File: src/rtl/fpu_pkg.sv
// fpu_pkg: fpucontrol opcode constants and issue-controller state type
package fpu_pkg;

    localparam logic [3:0] FPU_ADD  = 4'b0000;
    localparam logic [3:0] FPU_SUB  = 4'b0001;
    localparam logic [3:0] FPU_MUL  = 4'b0010;
    localparam logic [3:0] FPU_DIV  = 4'b0011;
    localparam logic [3:0] FPU_SQRT = 4'b0100;
    localparam logic [3:0] FPU_FTOI = 4'b0101;
    localparam logic [3:0] FPU_FEQ  = 4'b0110;
    localparam logic [3:0] FPU_FLT  = 4'b0111;
    localparam logic [3:0] FPU_FLE  = 4'b1000;
    localparam logic [3:0] FPU_ITOF = 4'b1001;

    typedef enum logic {IDLE, BUSY} state_t;

endpackage

File: src/rtl/fpu_lat_lut.sv
// fpu_lat_lut: maps an fpucontrol code to its latency and a legal flag; illegal codes get latency 1
module fpu_lat_lut
    import fpu_pkg::*;
#(
    parameter int LAT_ADD  = 2,
    parameter int LAT_MUL  = 2,
    parameter int LAT_DIV  = 10,
    parameter int LAT_SQRT = 10,
    parameter int LAT_CVT  = 1,
    parameter int LAT_CMP  = 1
) (
    input  logic [3:0] code,
    output logic [4:0] lat,
    output logic       legal
);

    // latency selection per opcode group
    always_comb begin
        legal = code <= FPU_ITOF;
        lat = (code == FPU_ADD || code == FPU_SUB)                    ? 5'(LAT_ADD)  :
              (code == FPU_MUL)                                       ? 5'(LAT_MUL)  :
              (code == FPU_DIV)                                       ? 5'(LAT_DIV)  :
              (code == FPU_SQRT)                                      ? 5'(LAT_SQRT) :
              (code == FPU_FTOI || code == FPU_ITOF)                  ? 5'(LAT_CVT)  :
              (code == FPU_FEQ || code == FPU_FLT || code == FPU_FLE) ? 5'(LAT_CMP)  :
                                                                        5'd1;
    end

endmodule

File: src/rtl/fpu_issue_ctrl.sv
// fpu_issue_ctrl: single-issue FPU sequencer (latency count, stall, writeback strobe); FPU_B2B_ISSUE_EN enables back-to-back issue
module fpu_issue_ctrl
    import fpu_pkg::*;
#(
    parameter int LAT_ADD  = 2,
    parameter int LAT_MUL  = 2,
    parameter int LAT_DIV  = 10,
    parameter int LAT_SQRT = 10,
    parameter int LAT_CVT  = 1,
    parameter int LAT_CMP  = 1
) (
    input  logic       clk,
    input  logic       reset,
    input  logic       issue_valid,
    input  logic [3:0] issue_ctrl,
    input  logic       issue_fregwb,
    input  logic [4:0] issue_rd,
    input  logic       flush,
    output logic       issue_stall,
    output logic       busy,
    output logic       fpu_start,
    output logic [3:0] fpu_ctrl,
    output logic       wb_valid,
    output logic [4:0] wb_rd,
    output logic       wb_fregwb,
    output logic       illegal_op
);

    state_t     state;
    logic [4:0] cnt;
    logic [4:0] lat;
    logic       legal;
    logic       op_legal;
    logic       accept;

    fpu_lat_lut #(
        .LAT_ADD(LAT_ADD), .LAT_MUL(LAT_MUL), .LAT_DIV(LAT_DIV),
        .LAT_SQRT(LAT_SQRT), .LAT_CVT(LAT_CVT), .LAT_CMP(LAT_CMP)
    ) u_lut (
        .code(issue_ctrl),
        .lat(lat),
        .legal(legal)
    );

    // handshake, stall and writeback strobe; flush always wins over issue and writeback
    always_comb begin
`ifdef FPU_B2B_ISSUE_EN
        accept = issue_valid && !flush && (state == IDLE || (state == BUSY && cnt == 5'd0));
`else
        accept = issue_valid && !flush && state == IDLE;
`endif
        issue_stall = issue_valid && !flush && !accept;
        busy = state == BUSY;
        wb_valid = state == BUSY && cnt == 5'd0 && !flush && op_legal;
    end

    // state, latency counter, op latches and one-cycle pulses
    always_ff @(posedge clk) begin
        if (reset) begin
            state <= IDLE;
            cnt <= 5'd0;
            fpu_start <= 1'b0;
            illegal_op <= 1'b0;
            fpu_ctrl <= 4'd0;
            wb_rd <= 5'd0;
            wb_fregwb <= 1'b0;
            op_legal <= 1'b0;
        end else begin
            fpu_start <= accept;
            illegal_op <= accept && !legal;
            if (accept) begin
                state <= BUSY;
                cnt <= lat - 5'd1;
                fpu_ctrl <= issue_ctrl;
                wb_rd <= issue_rd;
                wb_fregwb <= issue_fregwb;
                op_legal <= legal;
            end else if (state == BUSY && (flush || cnt == 5'd0)) begin
                state <= IDLE;
                cnt <= 5'd0;
            end else if (cnt != 5'd0) begin
                cnt <= cnt - 5'd1;
            end
        end
    end

endmodule

File: config.mk
export PLATFORM = sky130hd
export DESIGN_NAME = fpu_issue_ctrl
export DESIGN_NICKNAME = d
export VERILOG_FILES = /design/src/rtl/fpu_pkg.sv /design/src/rtl/fpu_lat_lut.sv /design/src/rtl/fpu_issue_ctrl.sv
export SDC_FILE = /design/constraint.sdc
export NUM_CORES = 1
export LEC_CHECK = 0
export BUFFER_PORTS_ARGS = -buffer_cell sky130_fd_sc_hd__buf_2
export CORE_ASPECT_RATIO = 0.75
export CORE_MARGIN = 2
export CORE_UTILIZATION = 43
export DETAILED_ROUTE_END_ITERATION = 7
export GPL_ROUTABILITY_DRIVEN = 0
export HOLD_SLACK_MARGIN = 0.1
export PLACE_DENSITY = 0.8
export SLEW_MARGIN = 20
export SYNTH_ARGS = -nofsm -noshare
export SYNTH_HDL_FRONTEND = slang
export SYNTH_SLANG_ARGS = --single-unit
File: constraint.sdc
create_clock -name clk -period 1.5 [get_ports clk]
set_input_delay 0.225 -clock clk [delete_from_list [all_inputs] [get_ports clk]]
set_output_delay 0.225 -clock clk [all_outputs]
set_load 0.03 [all_outputs]
======== Word-level counts from Yosys, hierarchy flattened ========
Index checks and enable logic that the tools add are counted.
cells by class
  add/subtract/negate cells ............... 2
  $lt $le $gt $ge ......................... 1
  equal/unequal tests ..................... 4
  multiplexer cells ....................... 9
  bitwise logic cells ..................... 1
  reduce and logical (&&, ||, !) cells .... 18
operators with widths
  operator             count
  $mux 5               6
  $sub 5x1->5 const B  2
  $eq 4x2->1 const B   2
  $logic_and 1x1->1    8
  $logic_not 5->1      1
  $reduce_bool 5->1    1
  $eq 4x1->1 const B   1
  $eq 4x3->1 const B   1
  $le 4x4->1 const B   1
  $logic_not 4->1      1
  $mux 4               1
  $logic_not 1->1      3
  $reduce_bool 3->1    1
  $logic_or 1x1->1     2
  $mux 1               2
  $reduce_bool 2->1    1
  $not 1->1            1
storage, ports and cells
  bits in registers ....................... 19
  input port bits ......................... 14
  output and inout bits ................... 15
  word-level logic and storage cells ...... 43

======== Longest topological paths before layout ========
  word-level depth ........................ 7
  depth in mapped cells ................... 6

======== Cells and area by module ========
Synthesis repeated with hierarchy kept, for this count alone.
unflattened totals
  cell total of the unflattened synthesis .. 118
  area, all modules ....................... 952.2 µm²
modules (own cells, without submodules)
  module          times used  cells an instance  area an instance (µm²)  seq. area each (µm²)
  fpu_issue_ctrl  1           108                887.1                   380.4
  fpu_lat_lut     1           10                 65.1                    0.0

======== Worst setup path after synthesis ========
OpenSTA, ideal clock, no wires.
  path kind ............................... register to output
  start point ............................. reg cnt[0]
  end point ............................... out wb_valid
  data arrival time ....................... 1.257 ns
  required time ........................... 1.275 ns
  setup slack ............................. 0.018 ns
  cell stages (with the launch flop) ...... 5
  buffers on the path ..................... 0
  cell sequence ........................... dfxtp_1 -> inv_1 -> ha_1 -> nor4b_1 -> and3_1
on the way
  word-level cells in the longest chain between the ends .. 4
ends and longest elaborated chain
  what                             RTL line              text
  start: declaration               fpu_issue_ctrl.sv:30  logic [4:0] cnt;
  start signal: assignment         fpu_issue_ctrl.sv:73  cnt <= lat - 5'd1;
  start signal: assignment         fpu_issue_ctrl.sv:82  cnt <= cnt - 5'd1;
  $logic_not 5->1                  fpu_issue_ctrl.sv:54  wb_valid = state == BUSY && cnt == 5'd0 && !flush && op_legal;
  $logic_and 1x1->1 (3 in series)  fpu_issue_ctrl.sv:54
  end: declaration                 fpu_issue_ctrl.sv:23  output logic wb_valid,
Every way passes these cells.

======== Final worst setup path ========
Ends and elaborated chain as after synthesis.

==> results.txt <==
The flow ran to the end, but the final reports show violations. The final reports fail on negative setup slack. Tracing the worst setup path back leads to its startpoint at cnt[0]$_SDFFE_PP0P_. The clock tree from TritonCTS is yes. The mapped cell area is 863 um^2.

For this run, the number of standard cells in the final layout without fillers is 159. The total setup violations reported at the end of the flow came out at 1. The largest fanout of any net on the critical path is 5.

The fraction of registers with async set or reset after synthesis came out at 0. Each instance of the synthesized netlist takes up on average 8.38 um^2. For this block, the via count after detailed routing is 811. The largest stage delay on the critical path came out at 340 ps. The clock arrives with 1.24 ps of skew. The final-report hold violation count came out at 0.

The synthesized-area fraction occupied by ao, oa, aoi and oai cells is 0.172. The starting density of the core came out at 0.444. The slowest library cell on the worst path is sky130_fd_sc_hd__dfxtp_2.

Yosys mapped the design onto 33 distinct sky130hd cell types. The number of nets with antenna violations after detailed routing came out at 0. Counting flops with a built-in enable in the synthesized netlist gives 0. The largest net degree at the start of global routing came out at 20.

The largest total area in the synthesized netlist belongs to sky130_fd_sc_hd__dfxtp_1. The count of hold buffers inserted by post-cts repair came out at 0. In this run the most used layer during global routing was met2. The share of power burned in combinational logic is 0.429.

The remaining routing DRC violations is 0. The post-route cell area came out at 1110 um^2. The number of antenna cells inserted is 0.

Of the total synthesized cell area, the portion taken by AND, OR, NAND and NOR gates is 0.284. The detailed-router iteration count before antenna repair is 4. The required time at the endpoint of the critical path is 1270 ps. The worst setup path is captured at a primary output. The number of levels in the clock H-tree is 1. The power per cell area came out at 1410 nW/um^2. For this block, the initial DRC count from the detailed router was 12.

By area, the combinational part of the netlist is dominated by simple AND/OR/NAND/NOR gates. The number of buffers created by CTS is 3. In the final layout, the share of cells above drive strength 1 is 0.356. Of the total synthesized cell area, the portion taken by XOR and XNOR cells is 0.0101. The met2 capacity usage during global routing came out at 0.257. The startpoint identified for the worst register-to-register timing path is cnt[0]$_SDFFE_PP0P_. In the synthesized netlist the dominant register cell turns out to be sky130_fd_sc_hd__dfxtp_1. Counting every sink on the clock net gives 19. The cell with the most instances after synthesis is sky130_fd_sc_hd__nand2_1.

The total area inside the core boundary comes to 1940 um^2. The path class of the tightest hold or removal check is in -> reg. Setup slack on the critical path of the routed design comes to -112 ps. The net count after synthesis is 119.

The routed design has 1.83 mm of wire. The share of the synthesized area in the top cell type came out at 0.441. The number of rows in the core area came out at 14. The first global-routing pass estimated 3.00 mm of wire. The final routed wire length divided by cell count came out at 11.5 um. The number of top-level pins is 29. The signal arrival time at the worst endpoint came out at 1390 ps. The analysis attributes to net switching a power of 0.000527 W. The sequential element share of the synthesized area is 0.441. STA classifies the critical path startpoint as a register. Yosys attributes the largest share of cell area to sky130_fd_sc_hd__dfxtp_1 (44%), sky130_fd_sc_hd__nand2_1 (9.6%), sky130_fd_sc_hd__a21oi_1 (7.0%), sky130_fd_sc_hd__nor2_1 (3.5%), sky130_fd_sc_hd__ha_1 (2.9%).

The fraction of met3 tracks used by global routing is 0.0518. The number of pins with negative max-slew slack in the final report is 0. The post-place setup slack is -26.8 ps. The worst min-delay path startpoint is issue_rd[1]. The portion of synthesized area spent on multiplexers is 0. The total internal power is 0.00103 W. The adder and majority gate portion of the synthesized area is 0.0290. The startpoint-to-endpoint class of the critical path is reg -> out. The number of max-cap violations is 0. The sequential power share came out at 0.409. Summing all placed instances gives a cell area of 1040 um^2. The worst path in the final design needs a cycle of 1610 ps, including I/O delays and setup. The global router's overall resource usage is 0.162.

Synthesis produced 103 cells. The upper clock frequency limit came out at 620 MHz. The synthesized design contains 19 register bits. The full die area came out at 2390 um^2.

The number of global-route vias before repair is 727. The met1 layer usage reported by global route came out at 0.212. The signal on the critical path passes through inv_2 > ha_4 > nor4b_4 > and3_4 > buf_6.

Of the available clock period, the critical path in the final layout requires 1.07. The worst hold margin is 160 ps. At the end of the flow the core is filled with cells to 0.569. On the critical path the largest part of the delay comes from simple AND/OR/NAND/NOR gates. The buffer type at the clock tree root is sky130_fd_sc_hd__clkbuf_4.

The sum of overflow across all layers after global routing is 0. The die span in y came out at 42.8 um. After legalization and detailed placement, the total HPWL measured 1.40 mm. The final net count is 152.

Setup repair after global routing could not meet its margin everywhere. The initial antenna violation count is 0. The total placed cells including tap cells came out at 155. The number of buffers and inverters on the critical path is 2.

The fraction of power spent switching nets is 0.337. The number of buffers on the longest clock path is 2. The area added between synthesis and finish came out at 28.1%. The clock-pin transition on the worst setup and hold timing paths came out at 100 ps. The commonest cells after synthesis are sky130_fd_sc_hd__nand2_1 (22), sky130_fd_sc_hd__dfxtp_1 (19), sky130_fd_sc_hd__a21oi_1 (12). The leakage power figure came out at 0.480 nW.

The total number of yosys warnings is 0. The quantity of I/O buffers inserted on ports came out at 28. Of the total power, the clock network draws 0.162. The worst-skew pair later-pin latency came out at 290 ps. The maximum VDD drop came out at 0.000983 V. The via-per-instance ratio is 5.10.

The die extent in x is 55.7 um.
## sequential cells by signal, summed over array words and instances, names as in the netlist
| register | count |
|---|---|
| fpu_ctrl | 4 |
| wb_fregwb | 1 |
| cnt | 5 |
| fpu_start | 1 |
| illegal_op | 1 |
| busy | 1 |
| wb_rd | 5 |
| op_legal | 1 |
## timing repair
action	CTS	global route
resized for setup	9	2
pin swaps	2	2
setup buffers	0	0
endpoints found under the setup margin	2	2
## final timing paths
check	end	slack (ps)	cells past startpoint
max	wb_valid	-110	5
min	wb_rd[1]$_SDFFE_PP0P_	160	3
max reg2reg	cnt[1]$_SDFFE_PP0P_	0	4
min reg2reg	fpu_ctrl[1]$_SDFFE_PP0P_	460	2
## cell type report
class                   instances  area, um^2
fillers                       185         838
multi-input cells              75         464
flip-flops and latches         19         383
clock buffers                   4        26.3
inverters                       3        11.3
well taps                      24        30.0
repair buffers                 34         191
## kinds of logic (layout without fill, tap and decap cells)
family | count (synthesis) | after routing
AO/OA/AOI/OAI | 22 | 22
buffers and inverters | 9 | 41
XOR/XNOR | 1 | 1
adder cells (fa/ha/maj) | 2 | 2
AND/OR/NAND/NOR | 49 | 49
other | 1 | 1
flip-flops | 19 | 19
## power by group through the flow
| stage | clock network (W) | logic, W | registers [W] |
|---|---|---|---|
| finish | 0.000253 | 0.000669 | 0.000639 |
| global route | 0.000277 | 0.000737 | 0.000649 |
| CTS | 0.000260 | 0.000663 | 0.000637 |
| detailed placement | 0 | 0.000580 | 0.000631 |
| global placement | 0 | 0.000570 | 0.000625 |
| floorplan | 0 | 0.000378 | 0.000659 |
## worst reg2reg max path, delay by kind of cell (launching register included)
family	cells	cell delay (ps)
buffers and inverters	1	60
AND/OR/NAND/NOR	1	500
flip-flops	1	340
AO/OA/AOI/OAI	1	350
adder cells (fa/ha/maj)	1	150
## placed cells by master, fill, tap and decap left out, types with 2 or more instances in the layout
cell | Yosys | layout
sky130_fd_sc_hd__nor2_1 | 8 | 8
sky130_fd_sc_hd__nor3_1 | 3 | 3
sky130_fd_sc_hd__buf_2 | 2 | 27
sky130_fd_sc_hd__o21ai_0 | 2 | 2
sky130_fd_sc_hd__nor3b_1 | 2 | 2
sky130_fd_sc_hd__nand2_1 | 22 | 22
sky130_fd_sc_hd__dfxtp_1 | 19 | 17
sky130_fd_sc_hd__nand3b_1 | 2 | 2
sky130_fd_sc_hd__dfxtp_2 | 0 | 2
sky130_fd_sc_hd__nand3_1 | 3 | 3
sky130_fd_sc_hd__inv_2 | 0 | 2
sky130_fd_sc_hd__a21oi_1 | 12 | 12
sky130_fd_sc_hd__clkbuf_4 | 0 | 3
sky130_fd_sc_hd__buf_4 | 0 | 6
## through the flow
stage	total power [W]	TNS, ps
5_1_grt	0.00166	-233
3_5_place_dp	0.00121	-26.8
6_report	0.00156	-112
3_3_place_gp	0.00120	0
4_1_cts	0.00156	-106
2_1_floorplan	0.00104	0
## routing by layer
metal / vias to the layer above / wire length, um
met5: - / 0
met2: 27 / 830
met1: 365 / 872
met4: 0 / 0
li1: 419 / -
met3: 0 / 124
(Power assumes the default switching activity.)
